File: config.mk
export PLATFORM = sky130hd
export DESIGN_NAME = alarm_annunciator_flat
export DESIGN_NICKNAME = d
export VERILOG_FILES = /design/src/rtl/alarm_annunciator_if.sv /design/src/rtl/alarm_annunciator.sv /design/src/flat_wrapper.sv
export SDC_FILE = /design/constraint.sdc
export NUM_CORES = 1
export LEC_CHECK = 0
export CAP_MARGIN = 20
export CORE_MARGIN = 2
export CORE_UTILIZATION = 30
export DETAILED_ROUTE_END_ITERATION = 10
export PLACE_DENSITY_LB_ADDON = 0.2
export SLEW_MARGIN = 25
export SYNTH_ARGS = -nofsm -noshare
export SYNTH_HDL_FRONTEND = slang
export SYNTH_SLANG_ARGS = --single-unit
File: constraint.sdc
create_clock -name clk -period 1.8 [get_ports clk]
set_clock_uncertainty 0.2 [all_clocks]
set_input_delay 0.18 -clock clk [delete_from_list [all_inputs] [get_ports clk]]
set_output_delay 0.18 -clock clk [all_outputs]
set_load 0.02 [all_outputs]
File: src/rtl/alarm_annunciator_if.sv
// Panel-side bundle for alarm_annunciator: evaluator level + operator ack in,
// lamp / buzzer / status / event count out.
interface alarm_annunciator_if;
   logic       L;
   logic       ack;
   logic       lamp;
   logic       buzzer;
   logic       active;
   logic       escalate;
   logic [7:0] alarm_count;

   // Driver side (evaluator / panel / testbench)
   modport master (
      output L, ack,
      input  lamp, buzzer, active, escalate, alarm_count
   );

   // Annunciator side
   modport slave (
      input  L, ack,
      output lamp, buzzer, active, escalate, alarm_count
   );
endinterface

File: src/rtl/alarm_annunciator.sv
// alarm_annunciator: qualifies the evaluator alarm level over consecutive
// cycles, latches the alarm (buzzer + blinking lamp) until acknowledged,
// and counts alarm entries (saturating).
// Optional macro ALARM_TIMEOUT_EN: adds the unacknowledged-alarm timeout
// counter driving escalate; without it escalate is tied low.
module alarm_annunciator #(
   parameter int unsigned CNT_W          = 8,
   parameter int unsigned QUAL_CYCLES    = 4,
   parameter int unsigned BLINK_HALF     = 8,
   parameter int unsigned TIMEOUT_CYCLES = 64
) (
   input  logic              clk,
   input  logic              rst,
   alarm_annunciator_if.slave sif
);

   localparam int unsigned COUNT_W = 8;
   localparam int unsigned CNT_MAX = (1 << CNT_W) - 1;

   localparam logic [1:0] S_IDLE     = 2'd0;
   localparam logic [1:0] S_QUAL     = 2'd1;
   localparam logic [1:0] S_ALARM    = 2'd2;
   localparam logic [1:0] S_SILENCED = 2'd3;

   localparam logic [CNT_W-1:0]   QUAL_LAST  = CNT_W'(QUAL_CYCLES);
   localparam logic [CNT_W-1:0]   BLINK_LAST = CNT_W'(BLINK_HALF);
   localparam logic [COUNT_W-1:0] COUNT_SAT  = '1;

   // Reject cycle parameters that cannot be represented or are zero
   if (QUAL_CYCLES == 0 || BLINK_HALF == 0 || QUAL_CYCLES > CNT_MAX ||
       BLINK_HALF > CNT_MAX || TIMEOUT_CYCLES > CNT_MAX) begin : g_bad_params
      $error("alarm_annunciator: cycle parameter out of range");
   end

   logic [1:0]         r_state,  w_state_n;
   logic [CNT_W-1:0]   r_qcnt,   w_qcnt_n;
   logic [CNT_W-1:0]   r_blink,  w_blink_n;
   logic [COUNT_W-1:0] r_count,  w_count_n;
   logic               r_lamp,   w_lamp_n;
   logic               r_buzzer, w_buzzer_n;
   logic               r_active, w_active_n;
   logic               w_enter_alarm;

   // Next-state logic and qualify counter
   always_comb begin
      w_state_n = r_state;
      w_qcnt_n  = r_qcnt;
      case (r_state)
         S_IDLE: begin
            if (sif.L) begin
               if (QUAL_CYCLES == 1) begin
                  w_state_n = S_ALARM;
               end else begin
                  w_state_n = S_QUAL;
                  w_qcnt_n  = CNT_W'(1);
               end
            end
         end
         S_QUAL: begin
            if (!sif.L) begin
               w_state_n = S_IDLE;
               w_qcnt_n  = '0;
            end else if (r_qcnt + CNT_W'(1) == QUAL_LAST) begin
               w_state_n = S_ALARM;
               w_qcnt_n  = '0;
            end else begin
               w_qcnt_n  = r_qcnt + CNT_W'(1);
            end
         end
         S_ALARM: begin
            if (sif.ack) begin
               w_state_n = sif.L ? S_SILENCED : S_IDLE;
            end
         end
         S_SILENCED: begin
            if (!sif.L) begin
               w_state_n = S_IDLE;
            end
         end
         default: begin
            w_state_n = S_IDLE;
            w_qcnt_n  = '0;
         end
      endcase
   end

   // Outputs decoded from the next state: blink, buzzer, active, event count
   always_comb begin
      w_enter_alarm = (w_state_n == S_ALARM) && (r_state != S_ALARM);
      w_blink_n     = '0;
      w_lamp_n      = 1'b0;
      w_buzzer_n    = (w_state_n == S_ALARM);
      w_active_n    = (w_state_n != S_IDLE);
      w_count_n     = r_count;
      if (w_enter_alarm) begin
         w_lamp_n = 1'b1;
         if (r_count != COUNT_SAT) begin
            w_count_n = r_count + COUNT_W'(1);
         end
      end else if (w_state_n == S_ALARM) begin
         if (r_blink + CNT_W'(1) == BLINK_LAST) begin
            w_lamp_n = ~r_lamp;
         end else begin
            w_blink_n = r_blink + CNT_W'(1);
            w_lamp_n  = r_lamp;
         end
      end else if (w_state_n == S_SILENCED) begin
         w_lamp_n = 1'b1;
      end
   end

   // State and output registers
   always_ff @(posedge clk or posedge rst) begin
      if (rst) begin
         r_state  <= S_IDLE;
         r_qcnt   <= '0;
         r_blink  <= '0;
         r_count  <= '0;
         r_lamp   <= 1'b0;
         r_buzzer <= 1'b0;
         r_active <= 1'b0;
      end else begin
         r_state  <= w_state_n;
         r_qcnt   <= w_qcnt_n;
         r_blink  <= w_blink_n;
         r_count  <= w_count_n;
         r_lamp   <= w_lamp_n;
         r_buzzer <= w_buzzer_n;
         r_active <= w_active_n;
      end
   end

   assign sif.lamp        = r_lamp;
   assign sif.buzzer      = r_buzzer;
   assign sif.active      = r_active;
   assign sif.alarm_count = r_count;

`ifdef ALARM_TIMEOUT_EN
   localparam logic [CNT_W-1:0] TOUT_LAST = CNT_W'(TIMEOUT_CYCLES);

   logic [CNT_W-1:0] r_tcnt, w_tcnt_n;
   logic             r_escalate, w_escalate_n;

   // Timeout counter: runs while ALARM persists, holds at the limit
   always_comb begin
      w_tcnt_n = '0;
      if ((w_state_n == S_ALARM) && !w_enter_alarm) begin
         w_tcnt_n = (r_tcnt == TOUT_LAST) ? r_tcnt : r_tcnt + CNT_W'(1);
      end
      w_escalate_n = (w_state_n == S_ALARM) && (w_tcnt_n == TOUT_LAST);
   end

   // Timeout registers
   always_ff @(posedge clk or posedge rst) begin
      if (rst) begin
         r_tcnt     <= '0;
         r_escalate <= 1'b0;
      end else begin
         r_tcnt     <= w_tcnt_n;
         r_escalate <= w_escalate_n;
      end
   end

   assign sif.escalate = r_escalate;
`else
   assign sif.escalate = 1'b0;
`endif

endmodule

File: src/flat_wrapper.sv
// flat-port wrapper written by rule: the top's interface ports become plain ports
module alarm_annunciator_flat 
#(
   parameter int unsigned CNT_W          = 8,
   parameter int unsigned QUAL_CYCLES    = 4,
   parameter int unsigned BLINK_HALF     = 8,
   parameter int unsigned TIMEOUT_CYCLES = 64
)
  (clk, rst, sif_L, sif_ack, sif_lamp, sif_buzzer, sif_active, sif_escalate, sif_alarm_count);
  alarm_annunciator_if sif_i ();
  input  logic clk;
  input  logic rst;
  input wire logic [$bits(sif_i.L)-1:0] sif_L;
  input wire logic [$bits(sif_i.ack)-1:0] sif_ack;
  output wire logic [$bits(sif_i.lamp)-1:0] sif_lamp;
  output wire logic [$bits(sif_i.buzzer)-1:0] sif_buzzer;
  output wire logic [$bits(sif_i.active)-1:0] sif_active;
  output wire logic [$bits(sif_i.escalate)-1:0] sif_escalate;
  output wire logic [$bits(sif_i.alarm_count)-1:0] sif_alarm_count;
  assign sif_i.L = sif_L;
  assign sif_i.ack = sif_ack;
  assign sif_lamp = sif_i.lamp;
  assign sif_buzzer = sif_i.buzzer;
  assign sif_active = sif_i.active;
  assign sif_escalate = sif_i.escalate;
  assign sif_alarm_count = sif_i.alarm_count;
  alarm_annunciator #(.CNT_W(CNT_W), .QUAL_CYCLES(QUAL_CYCLES), .BLINK_HALF(BLINK_HALF), .TIMEOUT_CYCLES(TIMEOUT_CYCLES)) u_core (.clk(clk), .rst(rst), .sif(sif_i));
endmodule
==> qor.txt, run 1 <==
Post-synth cell types - 37
Hold crit path type - primary input to asynchronous set/reset pin
N_diodes - 0
Final worst setup slack - -0.0357 ns
CP Capture Type - register
RR Startpoint - u_core.r_qcnt[0]
Most common cell in the netlist - dfrtp_1
Crit share post-route - 102%
Crit path DAT - 1.81 ns
Final wirelength - 3130 um
Yosys warning total - 0
Routed length per instance - 12.4 um
Placed inst area - 1820 um^2
GRT overflow - 0
Sequential share of the synthesized area - 49.4%
Post-synth top area share - 49.4%
Reg2reg setup slack - -0.04 ns
Area grow syn2layout - 33.3%
First-pass GRT wire length - 5350 um
Top post-synthesis cells by count - 29 x dfrtp_1, 18 x nand2_1, 15 x nor2_1
Drt first pass iters - 4
H-tree levels - 2
CTS buffer count - 5
Part of the power in registers - 41.4%
Core ar. - 4720 um^2
Failing checks - negative setup slack
Cell Pwr Density - 952 nW/um^2
LEAKAGE - 0.886 nW
Top layer used by detailed routing - met4
Post-synth ARST share - 100%
Reg2reg end - u_core.sif.alarm_count[1]
Clock Pin Slew Worst Setup and Hold Paths - 0.06 ns
Fin. Hold Viols - 0
Die height - 73.9 um
Routed metal-1 wirelength - 1550 um
Final GP Congestion - 0.831
Top post-synthesis cells by area - dfrtp_1 49%, xnor2_1 5.4%, nand2_1 4.6%, nor2_1 3.8%, o21ai_0 3.1%
Min Clock Period, post-route - 1.84 ns
R2r worst-path depth - 5
Post-synthesis cell count - 146
Max Fclk - 545 MHz
EDFF count, synth - 0
#FFs+latches synth - 29
Sw Share - 29.7%
Sw Pwr - 553 uW
Endpoints failing setup - 4
Critical path's slowest cell - dfrtp_1
Area leader, netlist - dfrtp_1
I/O Pins - 16
Post-DP HPWL - 2150 um
Initial antenna violation count - 0
CTS tree - done
FP Rows - 25
Worst slack at placement - -0.100 ns
Register area - 727 um^2
Synthesized Nets - 153
CTS sink cnt - 29
CP Data Required Time - 1.77 ns
Number of global-route vias before repair - 1174
Clk_lat worst skew - 0.28 ns
Antenna-violating nets left - 0
Worst VDD drop - 0.460 mV
Largest net degree at the start of global routing - 30
Cell area after synthesis - 1470 um^2
Proportion of layout cells with a drive suffix above 1 - 22.6%
Starting Density - 31.1%
Total power - 1.86 mW
Area taken by multi-input logic gates - 732 um^2
Initial drt markers - 47
Final instance area - 1960 um^2
I/O Buffers - 14
Via-to-Cell Ratio - 4.57
Clock power share - 29.1%
Fill cells - 466
Placed cell count - 242
Die Area - 5470 um^2
Avg Inst Size Synth - 10.1 um^2
DIE WIDTH - 73.9 um
Main flop type after synthesis - dfrtp_1
Top Family by Delay on Critical Path - simple AND/OR/NAND/NOR gates
Critical path buffers and inverters - 0
CP max stage delay - 0.36 ns
Met2 WL - 1370 um
Crit path max fanout - 7
Gate power share - 29.6%
Slew Viols, Final - 0
Fin cells - 253
Critical Path Start Type - register
Clock buffer depth - 2
Outcome - finished, violations left
Clk Tree Root Cell - clkbuf_8
Cts hold-fix bufs - 0
Via Count - 1156
Wire length on met3 - 136 um
RSZ-0062 raised after global routing - yes
Internal - 1.31 mW
Max_cap viols - 0
CP cell instances - ha_2 -> nor4b_4 -> nand3_2 -> a31oi_4 -> mux2_4
Post-route DRC - 0
Worst setup path class - register to register
Gr usage total - 13.2%
Fin nets - 193
==> layout by cell type, fill, tap and decap left out, types with 2 or more instances in the layout <==
cell type and count:
nand3_2 2, inv_1 4, clkbuf_8 6, nand4_1 4
dlymetal6s2s_1 3, xor2_1 5, and3_1 3, ha_2 2
nand2b_1 2, a21oi_1 2, nand2_1 18, xnor2_1 9
or3_1 2, buf_4 22, o21ai_0 9, clkdlybuf4s50_1 11
nor2_1 14, nor3_1 5, dfrtp_1 28, nor3_2 2
nand3_1 6, and2_1 3
==> power groups by stage <==
stage	combinational (mW)	sequential, mW	clock (mW)
6_report	0.551	0.770	0.542
2_1_floorplan	0.200	0.839	0
5_1_grt	0.611	0.782	0.584
4_1_cts	0.549	0.770	0.567
3_3_place_gp	0.498	0.780	0
3_5_place_dp	0.511	0.782	0
==> flip-flops by register name, summed over array words and instances (netlist names) <==
| name | count |
|---|---|
| u_core.sif.active | 1 |
| u_core.r_blink | 8 |
| u_core.sif.lamp | 1 |
| u_core.sif.buzzer | 1 |
| u_core.r_state | 2 |
| u_core.sif.alarm_count | 8 |
| u_core.r_qcnt | 8 |
==> worst max-delay path by stage <==
| stage | start | end | slack (ns) | cells after the start |
|---|---|---|---|---|
| floorplan | u_core.r_qcnt[0] | u_core.sif.alarm_count[1] | -0.006 | 5 |
| global placement | sif_L | u_core.sif.alarm_count[1] | -0.09 | 5 |
| detailed placement | sif_L | u_core.sif.alarm_count[1] | -0.10 | 5 |
| CTS | u_core.r_qcnt[0] | u_core.sif.alarm_count[1] | -0.06 | 5 |
| global route | u_core.r_qcnt[0] | u_core.sif.alarm_count[7] | -0.17 | 6 |
| finish | u_core.r_qcnt[0] | u_core.sif.alarm_count[1] | -0.04 | 5 |
==> timing repair <==
action,4_1_cts,5_1_grt
endpoints found under the setup margin,6,13
setup buffers,3,1
pin swaps,7,5
resized for setup,0,8
==> worst register-to-register path, stage by stage (launching register included) <==
cell	delay (ns)
dfrtp_1	0.36
ha_2	0.18
nor4b_4	0.24
nand3_2	0.14
a31oi_4	0.28
mux2_4	0.32
==> through the flow <==
stage | setup TNS, ns | hold slack, ns | util [%]
5_1_grt | -1.02 | 0.119 | 41.4
3_5_place_dp | -0.408 | 0.293 | 38.5
6_report | -0.0687 | 0.0689 | 41.4
4_1_cts | -0.164 | 0.0833 | 40.8
3_3_place_gp | -0.351 | 0.294 | 38.5
2_1_floorplan | -0.00616 | 0.0580 | -
==> layer usage <==
| metal | vias up | global-route usage [%] |
|---|---|---|
| li1 | 578 | - |
| met1 | 549 | 17.6 |
| met2 | 23 | 19.1 |
| met3 | 6 | 2.85 |
| met4 | 0 | 9.29 |
| met5 | - | 0 |
==> cell type report <==
| class | instances | share of cell area (%) |
|---|---|---|
| multi-input combinational | 110 | 37.4 |
| sequential | 29 | 37.1 |
| tap | 67 | 4.28 |
| clock buffer | 7 | 4.41 |
| timing repair buffer | 36 | 16.0 |
| inverter | 4 | 0.767 |
==> kinds of logic (layout without fill, tap and decap cells) <==
logic type,count (synthesis),in the layout,share of synthesized area [%]
AO/OA/AOI/OAI,20,20,9.46
XOR/XNOR,14,14,8.35
adder cells (fa/ha/maj),3,3,2.56
buffers and inverters,7,47,2.22
flip-flops,29,29,49.4
multiplexers,4,4,2.90
other,1,1,0.256
AND/OR/NAND/NOR,68,68,24.8
Note: power is estimated with default switching activity, not from simulation.
==> run 2: changes to the inputs <==
- CORE_UTILIZATION: 30 -> 38
==> run 2 against run 1 <==
- the run still ends with negative setup slack left
- worst setup slack gained 0.0091 ns
- first-iteration DRC count grew 120%
- global-route usage grew 2.8 points
- cell count decreased by 7.9%
- critical endpoint unchanged
- core utilization up 11 points
- sequential power about the same
==> qor.txt, run 2 (synthesis results as in run 1) <==
Failing checks - negative setup slack (unchanged)
Final worst setup slack - -0.0265 ns (was -0.0357 ns)
First-pass GRT wire length - 5270 um (was 5350 um)
Clk_lat worst skew - 0.27 ns (was 0.28 ns)
Critical path's slowest cell - dfrtp_1 (unchanged)
Setup TNS - -0.0265 ns (was -0.0687 ns)
Critical path depth - 5 (unchanged)
CTS sink cnt - 29 (unchanged)
Critical Path Start Type - register (unchanged)
Top Family by Delay on Critical Path - simple AND/OR/NAND/NOR gates (unchanged)
Hold crit path type - primary input to asynchronous set/reset pin (unchanged)
Final GP Congestion - 0.756 (was 0.831)
Die height - 66.1 um (was 73.9 um)
Fin. Hold Viols - 0 (unchanged)
Fill cells - 360 (was 466)
Total power - 1.80 mW (was 1.86 mW)
Initial drt markers - 102 (was 47)
Crit path max fanout - 7 (unchanged)
Area grow syn2layout - 30.5% (was 33.3%)
CP cell instances - ha_2 -> nor4b_4 -> nand3_2 -> a31oi_4 -> mux2_4 (unchanged)
CP Data Required Time - 1.76 ns (was 1.77 ns)
N_diodes - 0 (unchanged)
I/O Buffers - 14 (unchanged)
Critical path buffers and inverters - 0 (unchanged)
Via Count - 1170 (was 1156)
Crit share post-route - 101% (was 102%)
R2r worst-path depth - 5 (unchanged)
Met2 WL - 1350 um (was 1370 um)
Reg2reg end - u_core.sif.alarm_count[1] (unchanged)
Post-route DRC - 0 (unchanged)
Final wirelength - 2970 um (was 3130 um)
Endpoints failing setup - 1 (was 4)
RR Startpoint - u_core.r_qcnt[1] (was u_core.r_qcnt[0])
Fin Hold WS - 0.0303 ns (was 0.0689 ns)
Clk Tree Root Cell - clkbuf_8 (unchanged)
Clock Pin Slew Worst Setup and Hold Paths - 0.06 ns (about the same)
Core ar. - 3690 um^2 (was 4720 um^2)
Min Clock Period, post-route - 1.83 ns (was 1.84 ns)
H-tree levels - 2 (unchanged)
Gr usage total - 16.0% (was 13.2%)
Fin nets - 191 (was 193)
Routed length per instance - 12.7 um (was 12.4 um)
Placed cell count - 221 (was 242)
DIE WIDTH - 66.1 um (was 73.9 um)
Worst slack at placement - -0.128 ns (was -0.100 ns)
Most common cell after layout, fill and taps aside - dfrtp_1 (unchanged)
Number of global-route vias before repair - 1189 (was 1174)
Reg2reg setup slack - -0.03 ns (was -0.04 ns)
Crit path DAT - 1.79 ns (was 1.81 ns)
Clock buffer depth - 2 (unchanged)
Max Fclk - 547 MHz (was 545 MHz)
Starting Density - 39.8% (was 31.1%)
Slew Viols, Final - 0 (unchanged)
CTS tree - done (unchanged)
Fin cells - 233 (was 253)
I/O Pins - 16 (unchanged)
Drt first pass iters - 4 (unchanged)
Cell Pwr Density - 937 nW/um^2 (was 952 nW/um^2)
Proportion of layout cells with a drive suffix above 1 - 20.5% (was 22.6%)
Die Area - 4380 um^2 (was 5470 um^2)
CP Capture Type - register (unchanged)
RSZ-0062 raised after global routing - yes (unchanged)
LEAKAGE - 0.854 nW (was 0.886 nW)
Cts hold-fix bufs - 0 (unchanged)
CTS buffer count - 5 (unchanged)
GRT overflow - 0 (unchanged)
Outcome - finished, violations left (unchanged)
Routed metal-1 wirelength - 1460 um (was 1550 um)
FP Rows - 22 (was 25)
Antenna-violating nets left - 0 (unchanged)
Wire length on met3 - 110 um (was 136 um)
Initial antenna violation count - 0 (unchanged)
Most frequent cells in the layout - 28 x dfrtp_1, 19 x buf_4, 18 x nand2_1 (was 28 x dfrtp_1, 22 x buf_4, 18 x nand2_1)
Max_cap viols - 0 (unchanged)
Largest net degree at the start of global routing - 30 (unchanged)
Top layer used by detailed routing - met4 (unchanged)
Via-to-Cell Ratio - 5.02 (was 4.57)
CP max stage delay - 0.35 ns (was 0.36 ns)
Post-DP HPWL - 2160 um (was 2150 um)
Worst setup path class - register to register (unchanged)
Worst VDD drop - 0.520 mV (was 0.460 mV)
## run 2: how the worst max path moves through the flow
stage                                      to              from  slack (ns)
floorplan           u_core.sif.alarm_count[1]  u_core.r_qcnt[0]      -0.006
global placement    u_core.sif.alarm_count[1]             sif_L       -0.09
detailed placement  u_core.sif.alarm_count[1]             sif_L       -0.13
CTS                 u_core.sif.alarm_count[1]  u_core.r_qcnt[0]       -0.07
global route        u_core.sif.alarm_count[3]  u_core.r_qcnt[0]       -0.11
finish              u_core.sif.alarm_count[1]  u_core.r_qcnt[1]       -0.03
## run 2: through the flow
| step | util, % | area, um^2 |
|---|---|---|
| 4_1_cts | 51.2 | 1890 |
| 2_1_floorplan | - | 1480 |
| 3_3_place_gp | 48.5 | 1790 |
| 3_5_place_dp | 48.5 | 1790 |
| 5_1_grt | 51.9 | 1920 |
| 6_report | 51.9 | 1920 |
## run 2: layer usage
metal	up-vias	global-route usage, %
met5	-	0
met4	0	7.14
met3	6	4.26
met2	24	24.0
met1	562	21.6
li1	578	-
## run 2: repair_timing
item                                    CTS  global route
endpoints found under the setup margin    4            10
pin swaps                                 7             6
gates resized for setup                   0             3
setup buffers                             2             2
## run 2: where the power goes
part / switching (mW) / internal, mW / leakage, nW
Sequential: 0.0493 / 0.719 / 0.388
Clock: 0.239 / 0.267 / 0.0450
Combinational: 0.252 / 0.270 / 0.422
## run 2: worst reg2reg max path, delay by kind of cell (launching register included)
| family | cells | cell delay, ns |
|---|---|---|
| simple gates | 2 | 0.38 |
| mux | 1 | 0.33 |
| fa+ha+maj | 1 | 0.18 |
| flops | 1 | 0.35 |
| compound gates | 1 | 0.28 |
## run 2: final cells by class
class,count,area [um^2],area share (%)
Timing Repair Buffer,34,305,15.9
Sequential cell,29,727,37.9
Inverter,4,15.0,0.784
Clock inverter,2,10.0,0.523
Clock buffer,6,72.6,3.79
Multi-Input combinational cell,110,726,37.9
Tap cell,48,60.1,3.14
==> run 3: changes to the inputs <==
- CAP_MARGIN: 20 -> 40
- CTS_CLUSTER_SIZE: default -> 24
==> results of run 3 <==
The final DEF is identical to that of run 2; final timing and power are the same.
